==> src/rtl/cia_cla_multiword_sequencer_if.sv <==
// Operand/result handshake bundle for the multiword carry-increment sequencer.
// The master drives operands and result acceptance. The slave (the sequencer) drives the result.
interface cia_cla_multiword_sequencer_if #(
  parameter int WIDTH = 16,
  parameter int WORDS = 2
);
  localparam int TW = WIDTH * WORDS;

  logic          in_valid;
  logic          in_ready;
  logic [TW-1:0] a;
  logic [TW-1:0] b;
  logic          carry_in;
  logic          out_valid;
  logic          out_ready;
  logic [TW-1:0] sum;
  logic          carry_out;
  logic          busy;

  modport master (
    output in_valid, a, b, carry_in, out_ready,
    input  in_ready, out_valid, sum, carry_out, busy
  );

  modport slave (
    input  in_valid, a, b, carry_in, out_ready,
    output in_ready, out_valid, sum, carry_out, busy
  );
endinterface

==> src/rtl/cia_cla_multiword_sequencer.sv <==
// Word-serial wide adder. One WIDTH-bit carry-increment adder is reused across
// WORDS cycles. The least-significant word is added first, and the carry is registered between slices.

// Lookahead group: local carries assume a carry-in of 0. The real group
// carry-in is then added as a single increment.
module cia_cla_group #(
  parameter int W = 4
) (
  input  logic [W-1:0] a,
  input  logic [W-1:0] b,
  input  logic         cin,
  output logic [W-1:0] sum,
  output logic         cout
);
  logic [W-1:0] g, p, s0;
  logic [W:0]   c;

  always_comb begin
    g    = a & b;
    p    = a ^ b;
    c    = '0;
    for (int i = 0; i < W; i++) c[i+1] = g[i] | (p[i] & c[i]);
    s0   = p ^ c[W-1:0];
  end

  // The increment can only ripple out of the group when every bit propagates.
  assign sum  = s0 + W'(cin);
  assign cout = c[W] | (cin & (&p));
endmodule

module carry_increment_adder_cla #(
  parameter int WIDTH = 16
) (
  input  logic [WIDTH-1:0] a,
  input  logic [WIDTH-1:0] b,
  input  logic             cin,
  output logic [WIDTH-1:0] sum,
  output logic             cout
);
  localparam int GW = 4;
  localparam int NG = (WIDTH + GW - 1) / GW;

  logic [NG:0] gc;
  assign gc[0] = cin;

  for (genvar g = 0; g < NG; g++) begin : g_grp
    localparam int LO = g * GW;
    localparam int GWI = (LO + GW <= WIDTH) ? GW : (WIDTH - LO);
    cia_cla_group #(.W(GWI)) u_grp (
      .a    (a[LO +: GWI]),
      .b    (b[LO +: GWI]),
      .cin  (gc[g]),
      .sum  (sum[LO +: GWI]),
      .cout (gc[g+1])
    );
  end

  assign cout = gc[NG];
endmodule

module cia_cla_multiword_sequencer #(
  parameter int WIDTH = 16,
  parameter int WORDS = 2
) (
  input  logic                          clk,
  input  logic                          rst_n,
  cia_cla_multiword_sequencer_if.slave  bus
);
  localparam int IW = (WORDS > 1) ? $clog2(WORDS) : 1;

  typedef enum logic [1:0] {IDLE, RUN, DONE} st_t;

  st_t                         st, st_nxt;
  logic [WORDS-1:0][WIDTH-1:0] a_r, b_r, sum_r;
  logic [IW-1:0]               idx;
  logic                        cy_r, cout_r;
  logic [WIDTH-1:0]            a_sl, b_sl, s_sl;
  logic                        c_sl, last, accept;

  assign accept = (st == IDLE) && bus.in_valid;
  assign last   = (idx == IW'(WORDS - 1));

  always_ff @(posedge clk or negedge rst_n) begin
    if (!rst_n) st <= IDLE;
    else        st <= st_nxt;
  end

  always_comb begin
    st_nxt = st;
    case (st)
      IDLE:    if (bus.in_valid)  st_nxt = RUN;
      RUN:     if (last)          st_nxt = DONE;
      DONE:    if (bus.out_ready) st_nxt = IDLE;
      default:                    st_nxt = IDLE;
    endcase
  end

  always_comb begin
    bus.in_ready  = (st == IDLE);
    bus.busy      = (st != IDLE);
    bus.out_valid = (st == DONE);
  end

  // Word select is a compare-per-word mux, so the index never exceeds the array bounds.
  always_comb begin
    a_sl = '0;
    b_sl = '0;
    for (int w = 0; w < WORDS; w++) begin
      if (idx == IW'(w)) begin
        a_sl = a_r[w];
        b_sl = b_r[w];
      end
    end
  end

  carry_increment_adder_cla #(.WIDTH(WIDTH)) u_add (
    .a    (a_sl),
    .b    (b_sl),
    .cin  (cy_r),
    .sum  (s_sl),
    .cout (c_sl)
  );

  always_ff @(posedge clk or negedge rst_n) begin
    if (!rst_n) begin
      a_r    <= '0;
      b_r    <= '0;
      idx    <= '0;
      cy_r   <= 1'b0;
      cout_r <= 1'b0;
    end else if (accept) begin
      a_r    <= bus.a;
      b_r    <= bus.b;
      cy_r   <= bus.carry_in;
      idx    <= '0;
    end else if (st == RUN) begin
      cy_r   <= c_sl;
      idx    <= last ? '0 : idx + 1'b1;
      if (last) cout_r <= c_sl;
    end
  end

  for (genvar w = 0; w < WORDS; w++) begin : g_sum
    always_ff @(posedge clk or negedge rst_n) begin
      if (!rst_n)                           sum_r[w] <= '0;
      else if (st == RUN && idx == IW'(w))  sum_r[w] <= s_sl;
    end
  end

  assign bus.sum       = sum_r;
  assign bus.carry_out = cout_r;
endmodule

==> src/flat_wrapper.sv <==
// flat-port wrapper written by rule: the top's interface ports become plain ports
module cia_cla_multiword_sequencer_flat 
#(
  parameter int WIDTH = 16,
  parameter int WORDS = 2
)
  (clk, rst_n, bus_in_valid, bus_a, bus_b, bus_carry_in, bus_out_ready, bus_in_ready, bus_out_valid, bus_sum, bus_carry_out, bus_busy);
  cia_cla_multiword_sequencer_if #(.WIDTH(WIDTH), .WORDS(WORDS)) bus_i ();
  input  logic clk;
  input  logic rst_n;
  input wire logic [$bits(bus_i.in_valid)-1:0] bus_in_valid;
  input wire logic [$bits(bus_i.a)-1:0] bus_a;
  input wire logic [$bits(bus_i.b)-1:0] bus_b;
  input wire logic [$bits(bus_i.carry_in)-1:0] bus_carry_in;
  input wire logic [$bits(bus_i.out_ready)-1:0] bus_out_ready;
  output wire logic [$bits(bus_i.in_ready)-1:0] bus_in_ready;
  output wire logic [$bits(bus_i.out_valid)-1:0] bus_out_valid;
  output wire logic [$bits(bus_i.sum)-1:0] bus_sum;
  output wire logic [$bits(bus_i.carry_out)-1:0] bus_carry_out;
  output wire logic [$bits(bus_i.busy)-1:0] bus_busy;
  assign bus_i.in_valid = bus_in_valid;
  assign bus_i.a = bus_a;
  assign bus_i.b = bus_b;
  assign bus_i.carry_in = bus_carry_in;
  assign bus_i.out_ready = bus_out_ready;
  assign bus_in_ready = bus_i.in_ready;
  assign bus_out_valid = bus_i.out_valid;
  assign bus_sum = bus_i.sum;
  assign bus_carry_out = bus_i.carry_out;
  assign bus_busy = bus_i.busy;
  cia_cla_multiword_sequencer #(.WIDTH(WIDTH), .WORDS(WORDS)) u_core (.clk(clk), .rst_n(rst_n), .bus(bus_i));
endmodule
==> config.mk <==
export PLATFORM = sky130hd
export DESIGN_NAME = cia_cla_multiword_sequencer_flat
export DESIGN_NICKNAME = d
export VERILOG_FILES = /design/src/rtl/cia_cla_multiword_sequencer_if.sv /design/src/rtl/cia_cla_multiword_sequencer.sv /design/src/flat_wrapper.sv
export SDC_FILE = /design/constraint.sdc
export NUM_CORES = 1
export LEC_CHECK = 0
export ABC_AREA = 0
export CAP_MARGIN = 20
export CORE_MARGIN = 5
export CORE_UTILIZATION = 40
export DETAILED_ROUTE_END_ITERATION = 6
export MAX_ROUTING_LAYER = met4
export PLACE_DENSITY = 0.65
export SLEW_MARGIN = 20
export SYNTH_ARGS = -nofsm -noshare
export SYNTH_HDL_FRONTEND = slang
export SYNTH_SLANG_ARGS = --single-unit
==> constraint.sdc <==
create_clock -name clk -period 6.91 [get_ports clk]
set_clock_uncertainty 0.1 [all_clocks]
set_input_delay 1.7275 -clock clk [delete_from_list [all_inputs] [get_ports clk]]
set_output_delay 1.7275 -clock clk [all_outputs]
set_load 0.01 [all_outputs]
; Yosys cells after proc, flatten, opt, wreduce, memory -nomap -nowiden
; Index checks and enable logic that the tools add are counted.
[totals]
regBits = 101
input_bits = 69
out_inout_bits = 36
elab_cells = 89
[classes]
n_addsub = 5
eq_ne = 5
n_mux = 11
bitwise = 46
reduce_logical = 12
[op_table]
columns = op, n
row1 = $mux 16, 2
row2 = $xor 4x4->4, 8
row3 = $add 4x1->4, 4
row4 = $and 1x1->1, 16
row5 = $and 4x4->4, 4
row6 = $or 1x1->1, 16
row7 = $reduce_and 4->1, 4
row8 = $mux 2, 3
row9 = $pmux 2 s3, 1
row10 = $reduce_and 3->1, 2
row11 = $mux 1, 5
row12 = $ne 2x2->1 const B, 2
row13 = $reduce_bool 2->1, 2
row14 = $logic_and 1x1->1, 3
row15 = $eq 2x1->1 const B, 1
row16 = $eq 2x2->1 const B, 1
row17 = $logic_not 2->1, 1
row18 = $ne 2x1->1 const B, 1
row19 = $not 1->1, 2
row20 = $add 1x1->1 const B, 1

; Longest topological paths before layout
; Gate-level depths: netlist of the first run.
[logic_depth]
depth_word = 17
ltp_mapped = 17

; Cells and area by module
; Synthesis of the first run repeated with hierarchy kept, for this count alone.
[unflattened]
hier_cells = 355
hier_area_um2 = 5332.6
[by_module_without_submodules]
columns = module, n_inst, cells_each, area_each_um2
row1 = cia_cla_multiword_sequencer, 1, 263, 4516.8
row2 = cia_cla_group, 4, 23, 203.9

; Least setup slack after synthesis of the first run
; OpenSTA, ideal clock, no wires.
[synth_timing]
kind = register to register
startpoint = reg u_core.idx
endpoint = reg u_core.sum_r (netlist bit u_core.bus.sum[29])
setup_ns = 0.125
t_arrival_ns = 3.546
required_ns = 6.685
slack_ns = 3.139
path_stages_with_launch = 16
n_path_buf = 2
synth_period_minus_slack_ns = 3.771
path_cell_list = dfrtp_1 -> buf_2 -> buf_2 -> mux2_2 -> ha_1 -> inv_1 -> fa_1 -> inv_1 -> fa_1 -> fa_1 -> or3_1 -> a31oi_1 -> nor2_1 -> ha_1 -> ha_1 -> mux2_4
[synth_via]
elab_chain_len = 14
word_cells_on_any_way = 40
cone_classes = 1 x add/sub / 2 x mux / 33 x bitwise / 4 x reduce/logical
[synth_rtl]
columns = element, line_no
row1 = from (decl), cia_cla_multiword_sequencer.sv:75  ; logic [IW-1:0] idx;
row2 = from (signal assigned), cia_cla_multiword_sequencer.sv:138  ; idx <= last ? '0 : idx + 1'b1;
row3 = $mux 16, cia_cla_multiword_sequencer.sv:109  ; if (idx == IW'(w)) begin
row4 = $xor 4x4->4 / $and 4x4->4 (equally long branches), "cia_cla_multiword_sequencer.sv:20, cia_cla_multiword_sequencer.sv:19"
row5 = $and 1x1->1, cia_cla_multiword_sequencer.sv:22  ; for (int i = 0; i < W; i++) c[i+1] = g[i] | (p[i] & c[i]);
row6 = $or 1x1->1, cia_cla_multiword_sequencer.sv:22
row7 = $and 1x1->1, cia_cla_multiword_sequencer.sv:22
row8 = $or 1x1->1, cia_cla_multiword_sequencer.sv:22
row9 = $and 1x1->1, cia_cla_multiword_sequencer.sv:22
row10 = $or 1x1->1, cia_cla_multiword_sequencer.sv:22
row11 = $or 1x1->1, cia_cla_multiword_sequencer.sv:28  ; assign cout = c[W] | (cin & (&p));
row12 = $and 1x1->1, cia_cla_multiword_sequencer.sv:28
row13 = $or 1x1->1, cia_cla_multiword_sequencer.sv:28
row14 = $and 1x1->1, cia_cla_multiword_sequencer.sv:28
row15 = $or 1x1->1, cia_cla_multiword_sequencer.sv:28
row16 = $add 4x1->4 (*), cia_cla_multiword_sequencer.sv:27  ; assign sum = s0 + W'(cin);
row17 = named net u_core.s_sl[13], cia_cla_multiword_sequencer.sv:77  ; logic [WIDTH-1:0] a_sl, b_sl, s_sl;
row18 = "to (signal, indexed assignment)", cia_cla_multiword_sequencer.sv:146  ; else if (st == RUN && idx == IW'(w)) sum_r[w] <= s_sl;
row19 = to (decl), cia_cla_multiword_sequencer.sv:74  ; logic [WORDS-1:0][WIDTH-1:0] a_r, b_r, sum_r;
; The timed path passes the listed nets; every way through them passes the cells marked *.
; A chain may end at the register's enable or synchronous reset.

; Worst setup path after layout of the first run
; Ends and elaborated chain as after synthesis.

==> results of run 1 <==
## sequential cells by signal, summed over array words and instances, names as in the netlist
register,flops
u_core.bus.sum,32
u_core.idx,1
u_core.a_r,32
u_core.st,2
u_core.b_r,32
u_core.bus.carry_out,1
u_core.cy_r,1
## metal layers
layer / global-route usage / vias up / wire, um
li1: - / 1484 / -
met1: 0.2062 / 1513 / 4706
met2: 0.2480 / 73 / 5196
met3: 0.03869 / 10 / 580
met4: 0.04674 / 0 / 129
met5: - / - / 0
## worst paths after layout
kind,slack (ps),start,cells past startpoint,endpoint
max in group asynchronous,4270,rst_n,2,u_core.idx$_DFFE_PN0P_
setup / recovery,2810,u_core.idx$_DFFE_PN0P_,14,u_core.bus.sum[29]$_DFFE_PN0P_
hold reg to reg,380,u_core.bus.sum[2]$_DFFE_PN0P_,2,u_core.bus.sum[2]$_DFFE_PN0P_
setup reg to reg,2810,u_core.idx$_DFFE_PN0P_,14,u_core.bus.sum[29]$_DFFE_PN0P_
min in group asynchronous,1280,rst_n,1,u_core.bus.sum[18]$_DFFE_PN0P_
hold / removal,380,u_core.bus.sum[2]$_DFFE_PN0P_,2,u_core.bus.sum[2]$_DFFE_PN0P_
## stage by stage
stage / cell area [um2] / cells
6_report: 6407 / 657
2_1_floorplan: 4932 / 382
3_3_place_gp: 6107 / 641
3_5_place_dp: 6107 / 641
4_1_cts: 6407 / 657
5_1_grt: 6407 / 657
## where the power goes
part / switching, mW / internal [mW]
sequential: 0.186 / 0.904
combinational: 1.08 / 1.08
clock: 0.215 / 0.290
total: 1.48 / 2.27
## cell type report
cell class / count / area, um2 / share of cell area
inverters: 26 / 97.59 / 0.01523
flip-flops and latches: 101 / 2529 / 0.3946
repair buffers: 107 / 1061 / 0.1656
clock inverters: 6 / 61.31 / 0.009568
well taps: 168 / 210.2 / 0.03281
clock buffers: 10 / 239.0 / 0.03730
multi-input cells: 239 / 2210 / 0.3449
## cells by family (layout without fill, tap and decap cells)
| kind of cell | count (synthesis) | count (layout) | share of synthesized area |
|---|---|---|---|
| multiplexers | 104 | 104 | 0.2347 |
| flip-flops | 101 | 101 | 0.5124 |
| AND/OR/NAND/NOR | 65 | 65 | 0.05759 |
| buffers and inverters | 42 | 149 | 0.04084 |
| adder cells (fa/ha/maj) | 36 | 36 | 0.1096 |
| AO/OA/AOI/OAI | 26 | 26 | 0.03070 |
| XOR/XNOR | 8 | 8 | 0.01421 |
## critical path, stage by stage, from the launching register on
cell     delay, ps
dfrtp_2        660
buf_4          370
mux2_2         380
ha_1           190
inv_1           60
fa_1           180
fa_1           160
inv_1           50
fa_1           410
or3_1          380
a31oi_1        190
nor2_1          70
ha_1           220
ha_1           290
mux2_4         270
## placed cells by master (no fill, tap or decap), drive strengths merged, types with 2 or more instances in the layout
master	synthesis	routed
nand2	47	47
clkbuf	1	10
clkdlybuf4s50	0	103
nand2b	4	4
o21ai	19	19
buf	15	4
ha	24	24
nor2	7	7
dfrtp	101	101
clkinv	0	3
and3	2	2
mux2	90	90
mux2i	14	14
xnor2	2	2
fa	12	12
xor2	6	6
inv	26	27
==> results.py, run 1 <==
metrics = {
    "global_route": {
        "grt_overflow": 0,
        "grt_pass1_wl_um": 17530,
        "grt_usage": 0.1586,
        "grt_pass1_vias": 3331,
        "grt_antenna_before_repair": 0,
        "grt_max_degree": 68,
    },
    "synth": {
        "synth_edf_count": 0,
        "synthTopCellsByArea": "dfrtp_1 (51%), mux2_2 (20%), ha_1 (6.1%)",
        "syn_inst": 382,
        "post-synth-top-count-cell": "dfrtp_1",
        "postSynth.asyncResetShare": 1.000,
        "yosys-top-cells-count": "dfrtp_1 (101), mux2_2 (89), nand2_1 (46)",
        "ys_ff_latch": 101,
        "syn_nets": 487,
        "synth_area_leader_cell": "dfrtp_1",
        "yosysSeqAreaShare": 0.5124,
        "yosysUniqueCellTypes": 32,
        "ys.flop_type": "dfrtp_1",
        "syn_avg_cell_area_um2": 12.91,
        "syn_area_mm2": 0.004932,
        "yosys_warnings": 0,
        "synth.top_cell.area_share": 0.5124,
    },
    "timing": {
        "setup_slack_ps": 2807,
        "clock.fmax_ghz": 0.2437,
        "worst_slew_pin_slew_ps": 957.0,
        "finalHoldViolations": 0,
        "finalSetupTns_ps": 0,
        "period_share": 0.5938,
        "hold_ws_ps": 379.7,
        "maxSlewHeadroom": 0.3620,
        "min_period_ps": 4103,
        "rsz0062_at_grt": "no",
        "slew_viol_final": 0,
        "setup_violations": 0,
    },
    "cells_and_area": {
        "areaGrowthSynthToFinish_pct": 29.91,
        "drive_gt1_frac": 0.2331,
        "final_util": 0.5312,
        "fillCellCount": 1072,
        "antenna_cells": 0,
        "nets": 589,
    },
    "routing": {
        "via_per_inst": 4.688,
        "drc_errors": 0,
        "dr.pass1.iters": 4,
        "antenna_left": 0,
        "drt_iter0_drc": 187,
        "drt-wirelength-per-cell_um": 16.15,
        "num_vias": 3080,
        "drt_wl_total_um": 10610,
    },
    "worst_setup_path": {
        "required_ps": 7030,
        "critPathMaxFanout": 19,
        "start_kind": "flip-flop",
        "crit_arrival_ps": 4230,
        "end_kind": "flip-flop",
        "path_class": "flip-flop to flip-flop",
    },
    "power": {
        "powerDensity_mw_per_mm2": 585.2,
        "total_power_mw": 3.750,
        "power.leakage_nw": 2.858,
        "max-vdd-ir-drop_v": 0.0001983,
    },
    "floorplanning": {
        "core_area_mm2": 0.01206,
        "start_util": 0.4089,
        "std_cell_rows": 40,
        "die-area_mm2": 0.01465,
        "ioPinCount": 105,
        "dieHeight_um": 121.0,
        "fp.dieW_um": 121.0,
    },
    "cts": {
        "hold_buffers": 0,
        "cts-buffers-inserted": 9,
        "cts_buffer_depth": 2,
        "postCtsSetupBuffers": 0,
        "clk_latency_ps": 340,
        "htree_levels": 3,
        "cts_resized": 0,
        "cts_root_buf": "clkbuf_16",
        "cts_tree": "done",
        "clkSinkCount": 101,
        "clk_pin_slew_ps": 60,
    },
    "run": {
        "maxCapViolCount": 0,
    },
    "outcome": {
        "status": "complete, no violations",
    },
    "place": {
        "port_buffers": 104,
        "finalWeightedCongestion": 0.7481,
        "dp_slack_ps": 2777,
        "hpwl_um": 8000,
    },
    "min_path": {
        "hold_class": "flip-flop to flip-flop",
    },
}
Power figures use the tool's default switching activity.
==> run 2, diff against run 1 <==
- clock period: 6.91 -> 3.8 ns (I/O delays scaled with it)
==> run 2 against run 1 <==
Effect of this change:
- register-to-register slack got worse by 2600 ps
- hold slack better by 1.2 ps
- count of clock-buffer cells in the layout rose by 1
- first-iteration DRC count down 32%
==> results.py, run 2 (synthesis results as in run 1) <==
metrics = {
    "timing": {
        "slew_viol_final": 0,
        "finalSetupTns_ps": 0,
        "rsz0062_at_grt": "no",
        "maxSlewHeadroom": 0.4058,
        "period_share": 0.9542,
        "min_period_ps": 3626,
        "clock.fmax_ghz": 0.2758,
        "worst_slew_pin_slew_ps": 891.3,
        "setup_violations": 0,
        "finalHoldViolations": 0,
    },
    "global_route": {
        "use_met2": 0.2525,
        "grt_overflow": 0,
        "grt_pass1_vias": 3402,
        "grt_antenna_before_repair": 0,
        "grt_usage": 0.1578,
        "met3_usage": 0.03310,
        "grt_pass1_wl_um": 17690,
        "grt_use_met1": 0.2042,
        "grt_max_degree": 68,
        "gr-max-usage-layer": "met2",
    },
    "cts": {
        "htree_levels": 3,
        "cts-buffers-inserted": 9,
        "clk_pin_slew_ps": 70,
        "clk_latency_ps": 340,
        "cts_buffer_depth": 2,
        "cts_root_buf": "clkbuf_16",
        "cts_tree": "done",
        "clkSinkCount": 101,
    },
    "cells_and_area": {
        "layout_common_cells": "clkdlybuf4s50_1 (103), dfrtp_1 (100), mux2_2 (89)",
        "nets": 594,
        "layout_commonest_cell": "clkdlybuf4s50_1",
        "antenna_cells": 0,
        "fin_cells": 662,
        "areaGrowthSynthToFinish_pct": 32.19,
        "stdcell_area_mm2": 0.006520,
        "drive_gt1_frac": 0.2449,
        "final_util": 0.5406,
    },
    "floorplanning": {
        "dieHeight_um": 121.0,
        "fp.dieW_um": 121.0,
        "core_area_mm2": 0.01206,
        "die-area_mm2": 0.01465,
        "start_util": 0.4089,
        "std_cell_rows": 40,
        "ioPinCount": 105,
    },
    "worst_setup_path": {
        "critPathMaxFanout": 5,
        "path_class": "flip-flop to flip-flop",
        "end_kind": "flip-flop",
        "required_ps": 3920,
        "crit_arrival_ps": 3750,
        "start_kind": "flip-flop",
    },
    "place": {
        "dpl.cell_count": 642,
        "finalWeightedCongestion": 0.7697,
        "port_buffers": 104,
        "placed_cell_area_mm2": 0.006152,
        "hpwl_um": 8157,
    },
    "routing": {
        "drc_errors": 0,
        "num_vias": 3144,
        "via_per_inst": 4.749,
        "drt-wirelength-per-cell_um": 16.19,
        "drt_wl_total_um": 10720,
        "dr.pass1.iters": 4,
        "antenna_left": 0,
        "drt_iter0_drc": 128,
    },
    "min_path": {
        "hold_class": "flip-flop to flip-flop",
    },
    "power": {
        "total_power_mw": 6.929,
        "max-vdd-ir-drop_v": 0.0004628,
        "powerDensity_mw_per_mm2": 1063,
        "power.leakage_nw": 2.901,
    },
    "run": {
        "maxCapViolCount": 0,
    },
    "outcome": {
        "status": "complete, no violations",
    },
}
-- run 2: repair_timing --
| action | CTS | global route |
|---|---|---|
| buffers inserted | 0 | 3 |
| endpoints found under the setup margin | 0 | 3 |
| hold buffers | 0 | 0 |
| resized for setup | 0 | 2 |
-- run 2: final timing paths --
kind                                                 from                             end  slack [ps]  cells after the start
hold reg to reg            u_core.bus.sum[23]$_DFFE_PN0P_  u_core.bus.sum[23]$_DFFE_PN0P_         380                      2
hold / removal             u_core.bus.sum[23]$_DFFE_PN0P_  u_core.bus.sum[23]$_DFFE_PN0P_         380                      2
setup reg to reg                   u_core.idx$_DFFE_PN0P_  u_core.bus.sum[29]$_DFFE_PN0P_         170                     13
min in group asynchronous                           rst_n  u_core.bus.sum[25]$_DFFE_PN0P_         530                      1
max in group asynchronous                           rst_n      u_core.b_r[24]$_DFFE_PN0P_        2370                      2
setup / recovery                   u_core.idx$_DFFE_PN0P_  u_core.bus.sum[29]$_DFFE_PN0P_         170                     13
-- run 2: layer usage --
layer | share of wire | routed length, um
met3 | 0.049 | 525
met1 | 0.45 | 4826
met4 | 0.014 | 150
met5 | 0 | 0
met2 | 0.49 | 5217
-- run 2: worst max-delay path, cell delays in order (launching register included) --
cell and delay, ps:
dfrtp_2 420, mux2_2 350, ha_1 190, inv_1 60
fa_1 150, inv_1 50, fa_1 390, fa_2 370
or3_1 370, a31oi_2 190, nor2_1 70, ha_1 230
ha_1 300, mux2_4 270
-- run 2: cell type report --
class | instances | area (um2)
timing repair buffer | 112 | 1154
multi-input combinational | 239 | 2218
clock buffer | 11 | 252.7
clock inverter | 5 | 58.81
fill | 1038 | 5542
tap | 168 | 210.2
sequential | 101 | 2529
inverter | 26 | 97.59
-- run 2: metrics by stage --
step,hold WS [ps],setup slack (ps)
final,381.0,173.9
after floorplan,374.9,28.83
after global placement,359.2,166.9
after detailed placement,370.0,42.78
after CTS,384.7,45.53
after global routing,402.4,0.8651
-- run 2: power breakdown --
part	internal [mW]	total (mW)	switching [mW]
logic	2.02	4.03	2.01
registers	1.65	1.97	0.322
clock network	0.546	0.928	0.382
==> run 3, diff against run 2 <==
- CORE_MARGIN: 5 -> 2
==> run 3 against run 2 <==
Effect of this change:
- final cell count decreased by 3.3%
- maximum frequency increased by 0.83%
- die area fell by 9.7%
- register-to-register slack improved by 30 ps
- total power barely moved
- critical endpoint unchanged
- critical path depth unchanged
- sequential power barely moved
- setup slack improved by 30 ps
==> results.py, run 3 (synthesis results as in run 1) <==
metrics = {
    "outcome": {
        "status": "complete, no violations",
    },
    "worst_setup_path": {
        "required_ps": 3930,
        "path_class": "flip-flop to flip-flop",
        "crit_start": "u_core.idx$_DFFE_PN0P_",
        "worstReg2RegEnd": "u_core.bus.sum[29]$_DFFE_PN0P_",
        "start_kind": "flip-flop",
        "crit_arrival_ps": 3720,
        "r2r-start": "u_core.idx$_DFFE_PN0P_",
        "end_kind": "flip-flop",
        "endpoint": "u_core.bus.sum[29]$_DFFE_PN0P_",
        "critPathMaxFanout": 4,
        "cpMostUsedCell": "ha_1",
        "ff2ff_setup_slack_ps": 200,
        "max_stage_delay_ps": 420,
        "crit_chain": "mux2_2 > ha_1 > inv_1 > fa_1 > inv_1 > fa_2 > fa_2 > or3_1 > a31oi_2 > nor2_1 > ha_1 > ha_1 > mux2_4",
        "r2r_cells": 13,
        "slowest_stage": "dfrtp_2",
    },
    "floorplanning": {
        "core_area_mm2": 0.01201,
        "fp.dieW_um": 115.0,
        "dieHeight_um": 115.0,
        "start_util": 0.4106,
        "die-area_mm2": 0.01324,
        "std_cell_rows": 40,
        "ioPinCount": 105,
    },
    "timing": {
        "period_share": 0.9464,
        "finalSetupTns_ps": 0,
        "slew_viol_final": 0,
        "clock.fmax_ghz": 0.2781,
        "hold_ws_ps": 371.9,
        "setup_violations": 0,
        "rsz0062_at_grt": "no",
        "min_period_ps": 3596,
        "maxSlewHeadroom": 0.3541,
        "finalHoldViolations": 0,
        "worst_slew_pin_slew_ps": 968.8,
    },
    "run": {
        "maxCapViolCount": 0,
    },
    "cells_and_area": {
        "areaGrowthSynthToFinish_pct": 31.13,
        "fillCellCount": 1074,
        "layout_commonest_cell": "clkdlybuf4s50_1",
        "antenna_cells": 0,
        "stdcell_area_mm2": 0.006467,
        "drive_gt1_frac": 0.2434,
        "nets": 593,
        "layout_common_cells": "clkdlybuf4s50_1 (103), dfrtp_1 (100), mux2_2 (89)",
    },
    "global_route": {
        "grt_antenna_before_repair": 0,
        "met3_usage": 0.04217,
        "grt_pass1_wl_um": 16580,
        "grt_use_met1": 0.2227,
        "gr-max-usage-layer": "met2",
        "use_met2": 0.2655,
        "grt_usage": 0.1701,
        "grt_overflow": 0,
        "grt_pass1_vias": 3242,
        "grt_max_degree": 68,
    },
    "routing": {
        "drc_errors": 0,
        "drt-wirelength-per-cell_um": 15.82,
        "drt_iter0_drc": 154,
        "antenna_left": 0,
        "dr.pass1.iters": 4,
        "num_vias": 3123,
        "drt_wl_total_um": 10130,
        "via_per_inst": 4.880,
    },
    "place": {
        "port_buffers": 104,
        "placed_cell_area_mm2": 0.006128,
        "hpwl_um": 7763,
        "finalWeightedCongestion": 0.7642,
    },
    "cts": {
        "clk_pin_slew_ps": 70,
        "cts_root_buf": "clkbuf_16",
        "cts_tree": "done",
        "cts-buffers-inserted": 9,
        "htree_levels": 3,
        "clk_latency_ps": 340,
        "cts_buffer_depth": 2,
        "hold_buffers": 0,
        "clkSinkCount": 101,
    },
    "power": {
        "total_power_mw": 6.924,
        "power.leakage_nw": 2.891,
        "powerDensity_mw_per_mm2": 1071,
        "max-vdd-ir-drop_v": 0.0004183,
    },
    "min_path": {
        "hold_class": "flip-flop to flip-flop",
    },
}
run 3: cell types whose count changed in the layout (fill, tap and decap cells not counted), sizes merged:
cell	delta
clkbuf	+1
clkinv	-1
clkinvlp	-1
run 3: routing by layer:
metal,wire length [um],up-vias,part of all wire
met1,4601,1539,0.45
met3,456,11,0.045
met5,0,-,0
met2,4961,70,0.49
met4,107,0,0.011
li1,-,1503,-
run 3: how the worst min path moves through the flow:
stage	from	cells past startpoint	slack [ps]	to
after floorplan	u_core.a_r[19]$_DFFE_PN0P_	1	370	u_core.a_r[19]$_DFFE_PN0P_
after global placement	u_core.bus.sum[1]$_DFFE_PN0P_	2	360	u_core.bus.sum[1]$_DFFE_PN0P_
after detailed placement	u_core.bus.sum[9]$_DFFE_PN0P_	2	360	u_core.bus.sum[9]$_DFFE_PN0P_
after CTS	u_core.bus.sum[4]$_DFFE_PN0P_	2	380	u_core.bus.sum[4]$_DFFE_PN0P_
after global routing	u_core.bus.sum[27]$_DFFE_PN0P_	2	400	u_core.bus.sum[27]$_DFFE_PN0P_
final	u_core.bus.sum[4]$_DFFE_PN0P_	2	370	u_core.bus.sum[4]$_DFFE_PN0P_
run 3: report_power, final:
part / internal [mW] / switching [mW] / leakage, nW
clock network: 0.564 / 0.384 / 0.152
logic: 2.01 / 2.00 / 1.54
registers: 1.65 / 0.320 / 1.20
run 3: final cells by class:
cell class	count	area (um2)	share of cell area
multi-input combinational	239	2221	0.3434
clock buffer	13	270.3	0.04179
sequential	101	2529	0.3910
clock inverter	3	42.54	0.006578
timing repair buffer	111	1124	0.1737
tap	147	183.9	0.02844
inverter	26	97.59	0.01509
run 3: stage by stage:
step	setup slack [ps]	std cells	utilization
finish	203.6	640	0.5384
global route	3.745	640	0.5384
CTS	82.45	639	0.5363
detailed placement	102.0	623	0.5102
global placement	199.7	623	0.5102
floorplan	28.83	382	-
run 3: repair_timing:
| action | in CTS | in global routing |
|---|---|---|
| buffers inserted | 0 | 1 |
| endpoints found under the setup margin | 0 | 5 |
| resized for setup | 0 | 6 |
run 3: worst max-delay path, delay by kind of cell (launching register included):
family | cells | cell delay, ps
DFF | 1 | 420
AOI/OAI and AO/OA | 1 | 180
buffers and inverters | 2 | 120
muxes | 2 | 630
and+or+nand+nor | 2 | 430
adders and majority gates | 6 | 1600
